**src/rtl/key_conditioner_pkg.sv**
```systemverilog
// Shared definitions for the push-button conditioner: FSM state encodings
// and default timing constants for a 50 MHz clock.
package key_conditioner_pkg;

    localparam int KC_STATE_W = 3;

    typedef enum logic [KC_STATE_W-1:0] {
        KC_IDLE    = 3'd0,
        KC_DEB_DN  = 3'd1,
        KC_PRESSED = 3'd2,
        KC_HELD    = 3'd3,
        KC_DEB_UP  = 3'd4
    } kc_state_e;

    // 20 ms debounce, 0.5 s hold, 0.1 s repeat at 50 MHz.
    localparam int KC_DEBOUNCE_CYCLES = 1000000;
    localparam int KC_HOLD_CYCLES     = 25000000;
    localparam int KC_REPEAT_CYCLES   = 5000000;
    localparam int KC_CNT_W           = 25;

endpackage

```
**src/rtl/key_debounce_fsm.sv**
```systemverilog
// One key: 2-flop synchronizer, debounce/hold/repeat FSM with registered
// level, hold and one-cycle press/release pulses. State is exported for debug.
module key_debounce_fsm
    import key_conditioner_pkg::*;
#(
    parameter int DEBOUNCE_CYCLES = KC_DEBOUNCE_CYCLES,
    parameter int HOLD_CYCLES     = KC_HOLD_CYCLES,
    parameter int REPEAT_CYCLES   = KC_REPEAT_CYCLES,
    parameter int CNT_W           = KC_CNT_W
) (
    input  logic                  CLOCK_50,
    input  logic                  reset_n,
    input  logic                  key_n,
    input  logic                  repeat_en,
    output logic                  key_level,
    output logic                  key_press,
    output logic                  key_release,
    output logic                  key_hold,
    output logic [KC_STATE_W-1:0] state
);

    localparam logic [CNT_W-1:0] DEB_LAST  = CNT_W'(DEBOUNCE_CYCLES - 1);
    localparam logic [CNT_W-1:0] HOLD_LAST = CNT_W'(HOLD_CYCLES - 1);
    localparam logic [CNT_W-1:0] REP_LAST  = CNT_W'(REPEAT_CYCLES - 1);

    logic             sync_q;
    logic             p;
    kc_state_e        state_q, state_d;
    logic [CNT_W-1:0] cnt_q, cnt_d;
    logic             level_q, level_d;
    logic             hold_q, hold_d;
    logic             press_q, press_d;
    logic             release_q, release_d;

    // Synchronizer resets to "not pressed" so a key held through reset
    // must be re-debounced.
    always_ff @(posedge CLOCK_50 or negedge reset_n) begin
        if (!reset_n) begin
            sync_q <= 1'b0;
            p      <= 1'b0;
        end else begin
            sync_q <= ~key_n;
            p      <= sync_q;
        end
    end

    always_ff @(posedge CLOCK_50 or negedge reset_n) begin
        if (!reset_n) begin
            state_q   <= KC_IDLE;
            cnt_q     <= '0;
            level_q   <= 1'b0;
            hold_q    <= 1'b0;
            press_q   <= 1'b0;
            release_q <= 1'b0;
        end else begin
            state_q   <= state_d;
            cnt_q     <= cnt_d;
            level_q   <= level_d;
            hold_q    <= hold_d;
            press_q   <= press_d;
            release_q <= release_d;
        end
    end

    // A change of p always wins over a threshold hit in the same cycle.
    always_comb begin
        state_d   = state_q;
        cnt_d     = cnt_q + CNT_W'(1);
        level_d   = level_q;
        hold_d    = hold_q;
        press_d   = 1'b0;
        release_d = 1'b0;
        case (state_q)
            KC_IDLE: begin
                cnt_d = '0;
                if (p) state_d = KC_DEB_DN;
            end
            KC_DEB_DN: begin
                if (!p) begin
                    state_d = KC_IDLE;
                    cnt_d   = '0;
                end else if (cnt_q == DEB_LAST) begin
                    state_d = KC_PRESSED;
                    level_d = 1'b1;
                    press_d = 1'b1;
                    cnt_d   = '0;
                end
            end
            KC_PRESSED: begin
                if (!p) begin
                    state_d = KC_DEB_UP;
                    cnt_d   = '0;
                end else if (cnt_q == HOLD_LAST) begin
                    state_d = KC_HELD;
                    hold_d  = 1'b1;
                    press_d = repeat_en;
                    cnt_d   = '0;
                end
            end
            KC_HELD: begin
                if (!p) begin
                    state_d = KC_DEB_UP;
                    cnt_d   = '0;
                end else if (cnt_q == REP_LAST) begin
                    press_d = repeat_en;
                    cnt_d   = '0;
                end
            end
            KC_DEB_UP: begin
                if (p) begin
                    state_d = hold_q ? KC_HELD : KC_PRESSED;
                    cnt_d   = '0;
                end else if (cnt_q == DEB_LAST) begin
                    state_d   = KC_IDLE;
                    level_d   = 1'b0;
                    hold_d    = 1'b0;
                    release_d = 1'b1;
                    cnt_d     = '0;
                end
            end
            default: begin
                state_d = KC_IDLE;
                cnt_d   = '0;
            end
        endcase
    end

    assign key_level   = level_q;
    assign key_hold    = hold_q;
    assign key_press   = press_q;
    assign key_release = release_q;
    assign state       = state_q;

endmodule

```
**src/rtl/key_conditioner.sv**
```systemverilog
// Conditions NUM_KEYS raw active-low buttons into debounced level, press,
// release and hold signals; one independent key_debounce_fsm per key.
module key_conditioner
    import key_conditioner_pkg::*;
#(
    parameter int NUM_KEYS        = 4,
    parameter int DEBOUNCE_CYCLES = KC_DEBOUNCE_CYCLES,
    parameter int HOLD_CYCLES     = KC_HOLD_CYCLES,
    parameter int REPEAT_CYCLES   = KC_REPEAT_CYCLES,
    parameter int CNT_W           = KC_CNT_W
) (
    input  logic                           CLOCK_50,
    input  logic                           reset_n,
    input  logic [NUM_KEYS-1:0]            key_n,
    input  logic [NUM_KEYS-1:0]            repeat_en,
    output logic [NUM_KEYS-1:0]            key_level,
    output logic [NUM_KEYS-1:0]            key_press,
    output logic [NUM_KEYS-1:0]            key_release,
    output logic [NUM_KEYS-1:0]            key_hold,
    output logic [NUM_KEYS*KC_STATE_W-1:0] key_state
);

    for (genvar i = 0; i < NUM_KEYS; i++) begin : g_key
        key_debounce_fsm #(
            .DEBOUNCE_CYCLES(DEBOUNCE_CYCLES),
            .HOLD_CYCLES    (HOLD_CYCLES),
            .REPEAT_CYCLES  (REPEAT_CYCLES),
            .CNT_W          (CNT_W)
        ) u_key (
            .CLOCK_50   (CLOCK_50),
            .reset_n    (reset_n),
            .key_n      (key_n[i]),
            .repeat_en  (repeat_en[i]),
            .key_level  (key_level[i]),
            .key_press  (key_press[i]),
            .key_release(key_release[i]),
            .key_hold   (key_hold[i]),
            .state      (key_state[i*KC_STATE_W +: KC_STATE_W])
        );
    end

endmodule
```
**config.mk**
```make
export PLATFORM = sky130hd
export DESIGN_NAME = key_conditioner
export DESIGN_NICKNAME = d
export VERILOG_FILES = /design/src/rtl/key_conditioner_pkg.sv /design/src/rtl/key_debounce_fsm.sv /design/src/rtl/key_conditioner.sv
export SDC_FILE = /design/constraint.sdc
export NUM_CORES = 1
export LEC_CHECK = 0
export CAP_MARGIN = 20
export CORE_MARGIN = 1.5
export CORE_UTILIZATION = 30
export DETAILED_ROUTE_END_ITERATION = 6
export GPL_TIMING_DRIVEN = 1
export PLACE_DENSITY = 0.58
export SYNTH_ARGS = -nofsm -noshare
export SYNTH_HDL_FRONTEND = slang
export SYNTH_SLANG_ARGS = --single-unit
```
**constraint.sdc**
```tcl
create_clock -name CLOCK_50 -period 2 [get_ports CLOCK_50]
set_clock_uncertainty 0.05 [all_clocks]
set_input_delay 0.4 -clock CLOCK_50 [delete_from_list [all_inputs] [get_ports CLOCK_50]]
set_output_delay 0.4 -clock CLOCK_50 [all_outputs]
set_load 0.01 [all_outputs]
```
==> results.toml, run 1 <==
[final_layout]
final_cells = 1235
drive_gt1_frac = 0.303
insertedDiodeCount = 0
syn_to_final_growth_pct = 42.7
fin_nets = 917
postLayoutCellArea_um2 = 10100

[worst_setup_path]
cp_top_family = "simple AND/OR/NAND/NOR gates"
path_cells = "or4b_4 -> or4_4 -> o211ai_1 -> o31a_2 -> buf_12 -> nor2_1"
cp_slowest_cell = "or4b_4"
reg2reg_slack_ns = -0.20
cp_num_buf_inv = 1
slowest_delay_ns = 0.54
cp-start-kind = "register"
crit_start = "g_key[2].u_key.cnt_q[22]"
path_max_fanout = 25
criticalPathCategory = "reg2reg"
critPathCaptureType = "register"
r2r_start = "g_key[2].u_key.cnt_q[22]"
crit_end = "g_key[2].u_key.cnt_q[12]"
worstPathRequired_ns = 2.26
arrival_ns = 2.46
reg2reg_to = "g_key[2].u_key.cnt_q[12]"
r2r_cells = 6
cp.depth = 6

[cts]
cts_root_buf = "clkbuf_16"
cts_tree = "yes"
cts_buffers = 17
ctsLongestPathBuffers = 2
htreeDepth = 4
clk_pin_slew_ns = 0.07
cts.sinks = 136
clock_latency_ns = 0.43

[routing]
drtAntennaViolNets = 0
routed_via_density = 4.83
drt-wirelength-per-cell_um = 13.9
drt_iter0_markers = 242
route.detailed.drc = 0
num_vias = 5961
first_pass_iters = 4
routed_wl_mm = 17.1

[pwr]
p_clk_frac = 0.473
powerDensity_nw_per_um2 = 656
p_int_uw = 4970
seq_power_share = 0.430
p_sw_uw = 1670
switching_share = 0.251
leakage_uw = 0.00396
ir_drop_uv = 527
p_total_uw = 6640
p_comb_frac = 0.098

[synth]
synth_largest_area_cell = "dfrtp_1"
synth_edf_count = 0
ys_seq_area_frac = 0.480
yosys_warnings = 0
synth_top_area_frac = 0.480
synth_flop_cell = "dfrtp_1"
synth_async_sr_flop_share = 1.00
synth_area_per_cell_um2 = 9.49
syn-num-nets = 762
synth.cell_area_um2 = 7100
yosys-top-cells-count = "dfrtp_1, nor2_1, xnor2_1"
ys_ff_latch = 136
synth_cell_types = 60
synth_area_leaders = "dfrtp_1, xnor2_1, nor2_1, xor2_1, nand3_1"
synth_most_common_cell = "dfrtp_1"
syn_inst = 748

[placement]
gp_congestion = 0.823
dp_hpwl_mm = 11.1
postPlaceCellArea_um2 = 8640
pre_cts_slack_ns = -0.230
io_buffers = 37
place_inst = 1183

[global_route]
grt_util_met3 = 0.0294
first_global_vias = 5839
grt_max_degree = 43
antenna_found_initial = 0
grt_pass1_wl_mm = 28.3
top_usage_layer = "met2"
grt_usage = 0.143
grt_use_met1 = 0.191
use_met2 = 0.232
overflow = 0

[run]
maxCapViolCount = 0

[die]
start_util = 0.304
num_io_pins = 38
fp.dieArea_um2 = 24600
fp.coreArea_um2 = 23300
die_y_um = 157
row_count = 56
fp.dieW_um = 157

[sta]
period_minus_slack_ns = 2.20
fin_hold_ws_ns = 0.298
setup_viol_count_final = 57
maxSlewHeadroom = 0.711
grt_setup_unrepaired = "yes"
hold_viol = 0
fmax_mhz = 455
worstMarginPinSlew_ns = 0.428
final_max_slew_viol_count = 0
finalCritPeriodShare = 1.10
fin_ws_ns = -0.200

[outcome]
outcome = "complete, but fails checks"
violations = "negative setup slack"

[min_path]
worstHoldPathType = "reg2reg"
-- layout by cell type (no fill, tap or decap), types with 8 or more instances in the layout --
master / instances
nand2_1: 42
buf_4: 120
nor4_1: 15
and3_1: 19
nand3_1: 40
clkbuf_16: 20
dfrtp_2: 8
nor2_2: 8
a21oi_1: 8
dfrtp_1: 128
and4_1: 9
nand4_1: 26
nor2_4: 36
inv_1: 22
nor2_1: 83
xnor2_1: 59
nor3_1: 28
clkdlybuf4s50_1: 34
buf_12: 10
xor2_1: 32
-- through the flow --
| step | setup TNS (ns) | utilization |
|---|---|---|
| global placement | -5.20 | 0.370 |
| finish | -6.86 | 0.434 |
| CTS | -6.87 | 0.409 |
| floorplan | -3.76 | - |
| detailed placement | -8.05 | 0.370 |
| global route | -14.04 | 0.434 |
-- routing by layer --
| metal | wire, um | up-vias |
|---|---|---|
| li1 | - | 2929 |
| met1 | 8030 | 2896 |
| met2 | 8240 | 114 |
| met3 | 624 | 22 |
| met4 | 250 | 0 |
| met5 | 0 | - |
-- layout make-up --
class	count	area [um2]
Multi-Input combinational cell	549	3990
Sequential cell	136	3410
Clock buffer	18	439
Inverter	22	82.6
Timing Repair Buffer	177	1650
Clock inverter	14	149
Tap cell	319	399
Fill cell	2200	13200
-- sequential cells by signal (all words and copies together) (netlist names) --
register                 count
g_key.u_key.cnt_q          100
g_key.u_key.key_hold         4
g_key.u_key.key_level        4
g_key.u_key.key_press        4
g_key.u_key.key_release      4
g_key.u_key.p                4
g_key.u_key.state           12
g_key.u_key.sync_q           4
-- worst min-delay path by stage --
stage	start	end	slack [ns]	cells past startpoint
after floorplan	reset_n	g_key[0].u_key.cnt_q[0]	0.05	0
after global placement	g_key[0].u_key.sync_q	g_key[0].u_key.p	0.28	0
after detailed placement	g_key[2].u_key.sync_q	g_key[2].u_key.p	0.28	0
after CTS	g_key[2].u_key.sync_q	g_key[2].u_key.p	0.30	0
after global routing	g_key[2].u_key.sync_q	g_key[2].u_key.p	0.31	0
final	g_key[2].u_key.sync_q	g_key[2].u_key.p	0.30	0
-- worst register-to-register path, delay by kind of cell (launching register included) --
kind	cells	cell delay (ns)
buffers and inverters	1	0.16
AO/OA/AOI/OAI	2	0.44
flip-flops	1	0.38
AND/OR/NAND/NOR	3	1.05
-- timing repair --
| action | in CTS | in global routing |
|---|---|---|
| endpoints found under the hold margin | 36 | 0 |
| endpoints found under the setup margin | 93 | 127 |
| pin swaps | 15 | 48 |
| setup buffers | 5 | 11 |
| hold buffers | 1 | 0 |
| gates resized for setup | 48 | 113 |
| gates cloned | 2 | 4 |
-- kinds of logic (layout without fill, tap and decap cells) --
family                   after synthesis  count (layout)  synth area share
AO/OA/AOI/OAI                         56              56            0.0548
XOR/XNOR                              91              91             0.112
adder cells (fa/ha/maj)                4               4           0.00705
buffers and inverters                 63             231            0.0453
flip-flops                           136             136             0.480
multiplexers                           1               1           0.00141
AND/OR/NAND/NOR                      397             397             0.299
-- power groups by stage --
stage	Combinational [uW]	Sequential (uW)	Clock, uW
floorplan	196	2890	0
detailed placement	392	2900	0
CTS	540	2850	3220
finish	648	2850	3140
global route	703	2860	3350
global placement	388	2900	0
Note: power is estimated with default switching activity, not from simulation.
==> run 2: changes to the inputs <==
--- a/config.mk
+++ b/config.mk
@@ -9,8 +9,9 @@
 export CORE_MARGIN = 1.5
 export CORE_UTILIZATION = 30
 export DETAILED_ROUTE_END_ITERATION = 6
+export GPL_ROUTABILITY_DRIVEN = 0
 export GPL_TIMING_DRIVEN = 1
-export PLACE_DENSITY = 0.58
+export PLACE_DENSITY = 0.45
 export SYNTH_ARGS = -nofsm -noshare
 export SYNTH_HDL_FRONTEND = slang
 export SYNTH_SLANG_ARGS = --single-unit
==> run 2 against run 1 <==
  * The flow still finishes with violations (negative setup slack)
  * Clock-buffer cell count stayed put
  * Combinational power is 23% lower
  * Maximum frequency is 2.0% higher
  * Final cell count is 0.24% lower
  * First-iteration DRC count is 21% lower
  * Power is 5.1% lower
  * Highest routed layer unchanged
==> results.toml, run 2 (same netlist as run 1, synthesis figures left out) <==
[outcome]
outcome = "complete, but fails checks"
violations = "negative setup slack"

[sta]
period_minus_slack_ns = 2.16
grt_setup_unrepaired = "yes"
maxSlewHeadroom = 0.745
final_max_slew_viol_count = 0
fmax_mhz = 464
hold_viol = 0
fin_hold_ws_ns = 0.299
timing.setup.tns_ns = -5.82
fin_ws_ns = -0.157
setup_viol_count_final = 71
finalCritPeriodShare = 1.08
worstMarginPinSlew_ns = 0.381

[cts]
cts.sinks = 136
clock_latency_ns = 0.42
cts_buffers = 17
cts_tree = "yes"
htreeDepth = 4
cts_root_buf = "clkbuf_16"
ctsLongestPathBuffers = 2
clk_pin_slew_ns = 0.06

[die]
fp.dieW_um = 157
fp.coreArea_um2 = 23300
die_y_um = 157
fp.dieArea_um2 = 24600
row_count = 56
start_util = 0.304
num_io_pins = 38

[worst_setup_path]
slowest_delay_ns = 0.53
cp_top_family = "simple AND/OR/NAND/NOR gates"
worstPathRequired_ns = 2.25
path_cells = "or4b_1 -> or4_4 -> o211ai_1 -> o31a_2 -> buf_12 -> nor2_1"
cp_slowest_cell = "or4b_1"
criticalPathCategory = "reg2reg"
cp-start-kind = "register"
critPathCaptureType = "register"
cp_num_buf_inv = 1
path_max_fanout = 25
arrival_ns = 2.41

[routing]
first_pass_iters = 4
routed_via_density = 4.77
drt_iter0_markers = 191
drtAntennaViolNets = 0
route.detailed.drc = 0
num_vias = 5876
drt-wirelength-per-cell_um = 14.2
routed_wl_mm = 17.4

[placement]
dp_hpwl_mm = 11.8
place_inst = 1184
postPlaceCellArea_um2 = 8650
io_buffers = 37

[min_path]
worstHoldPathType = "reg2reg"

[final_layout]
mostFrequentLayoutCells = "dfrtp_1, buf_4, nor2_1, xnor2_1, nand2_1"
drive_gt1_frac = 0.286
top_register = "g_key.u_key.cnt_q"
insertedDiodeCount = 0
largest_register_ffs = 100
syn_to_final_growth_pct = 39.2
final_cells = 1232
layout_commonest_cell = "dfrtp_1"
postLayoutCellArea_um2 = 9880
fin_nets = 914

[global_route]
overflow = 0
antenna_found_initial = 0
grt_usage = 0.145
grt_max_degree = 42
first_global_vias = 5854
grt_pass1_wl_mm = 28.6

[run]
maxCapViolCount = 0

[pwr]
p_total_uw = 6310
powerDensity_nw_per_um2 = 638
leakage_uw = 0.00388
ir_drop_uv = 347
run 2: changes by cell type in the layout (fill, tap and decap cells not counted), moves of 3 or more:
cell / change
o21ai_1: +3
nor2_1: +6
dfrtp_1: +3
nor2_4: -12
dfrtp_2: -3
buf_12: -4
nor2_2: +6
run 2: metal layers:
layer	track usage	up-vias	wire length, um
met5	0	-	0
met4	0.0390	0	124
met3	0.0321	10	423
met2	0.242	67	8710
met1	0.189	2898	8180
li1	-	2901	-
run 2: worst reg2reg max path, cell delays in order (launching register included):
cell and delay (ns):
dfrtp_1 0.37, or4b_1 0.53, or4_4 0.43, o211ai_1 0.21, o31a_2 0.21, buf_12 0.16
nor2_1 0.08
run 2: final timing paths:
check,slack [ns],end,cells past startpoint,from
worst min register to register,0.30,g_key[3].u_key.p,0,g_key[3].u_key.sync_q
worst max-delay path,-0.16,g_key[2].u_key.cnt_q[23],6,g_key[2].u_key.cnt_q[22]
worst max register to register,-0.16,g_key[2].u_key.cnt_q[23],6,g_key[2].u_key.cnt_q[22]
max in group asynchronous,0.93,g_key[3].u_key.state[0],3,reset_n
min in group asynchronous,0.38,g_key[2].u_key.cnt_q[17],2,reset_n
worst min-delay path,0.30,g_key[3].u_key.p,0,g_key[3].u_key.sync_q
run 2: report_power, final:
group / internal (uW) / total [uW] / switching (uW)
logic: 232 / 500 / 268
clock network: 1710 / 2940 / 1230
registers: 2800 / 2860 / 64.7
run 2: area by class of cell:
type / instances / area [um2]
Clock buffer: 18 / 429
Tap cell: 319 / 399
Clock inverter: 14 / 128
Timing Repair Buffer: 174 / 1570
Inverter: 22 / 82.6
Fill cell: 2251 / 13500
Sequential cell: 136 / 3410
Multi-Input combinational cell: 549 / 3860
run 2: repair_timing:
item                                    4_1_cts  5_1_grt
gates cloned                                  0        6
gates resized for setup                      20      106
endpoints found under the setup margin       85      118
buffers inserted                              1        8
hold endpoints to repair                     25        0
pin swaps                                     1       50
hold buffers                                  1        0
run 2: through the flow:
step	utilization	setup slack (ns)
floorplan	-	-0.141
global route	0.423	-0.235
CTS	0.399	-0.163
global placement	0.371	-0.129
finish	0.423	-0.157
detailed placement	0.371	-0.168
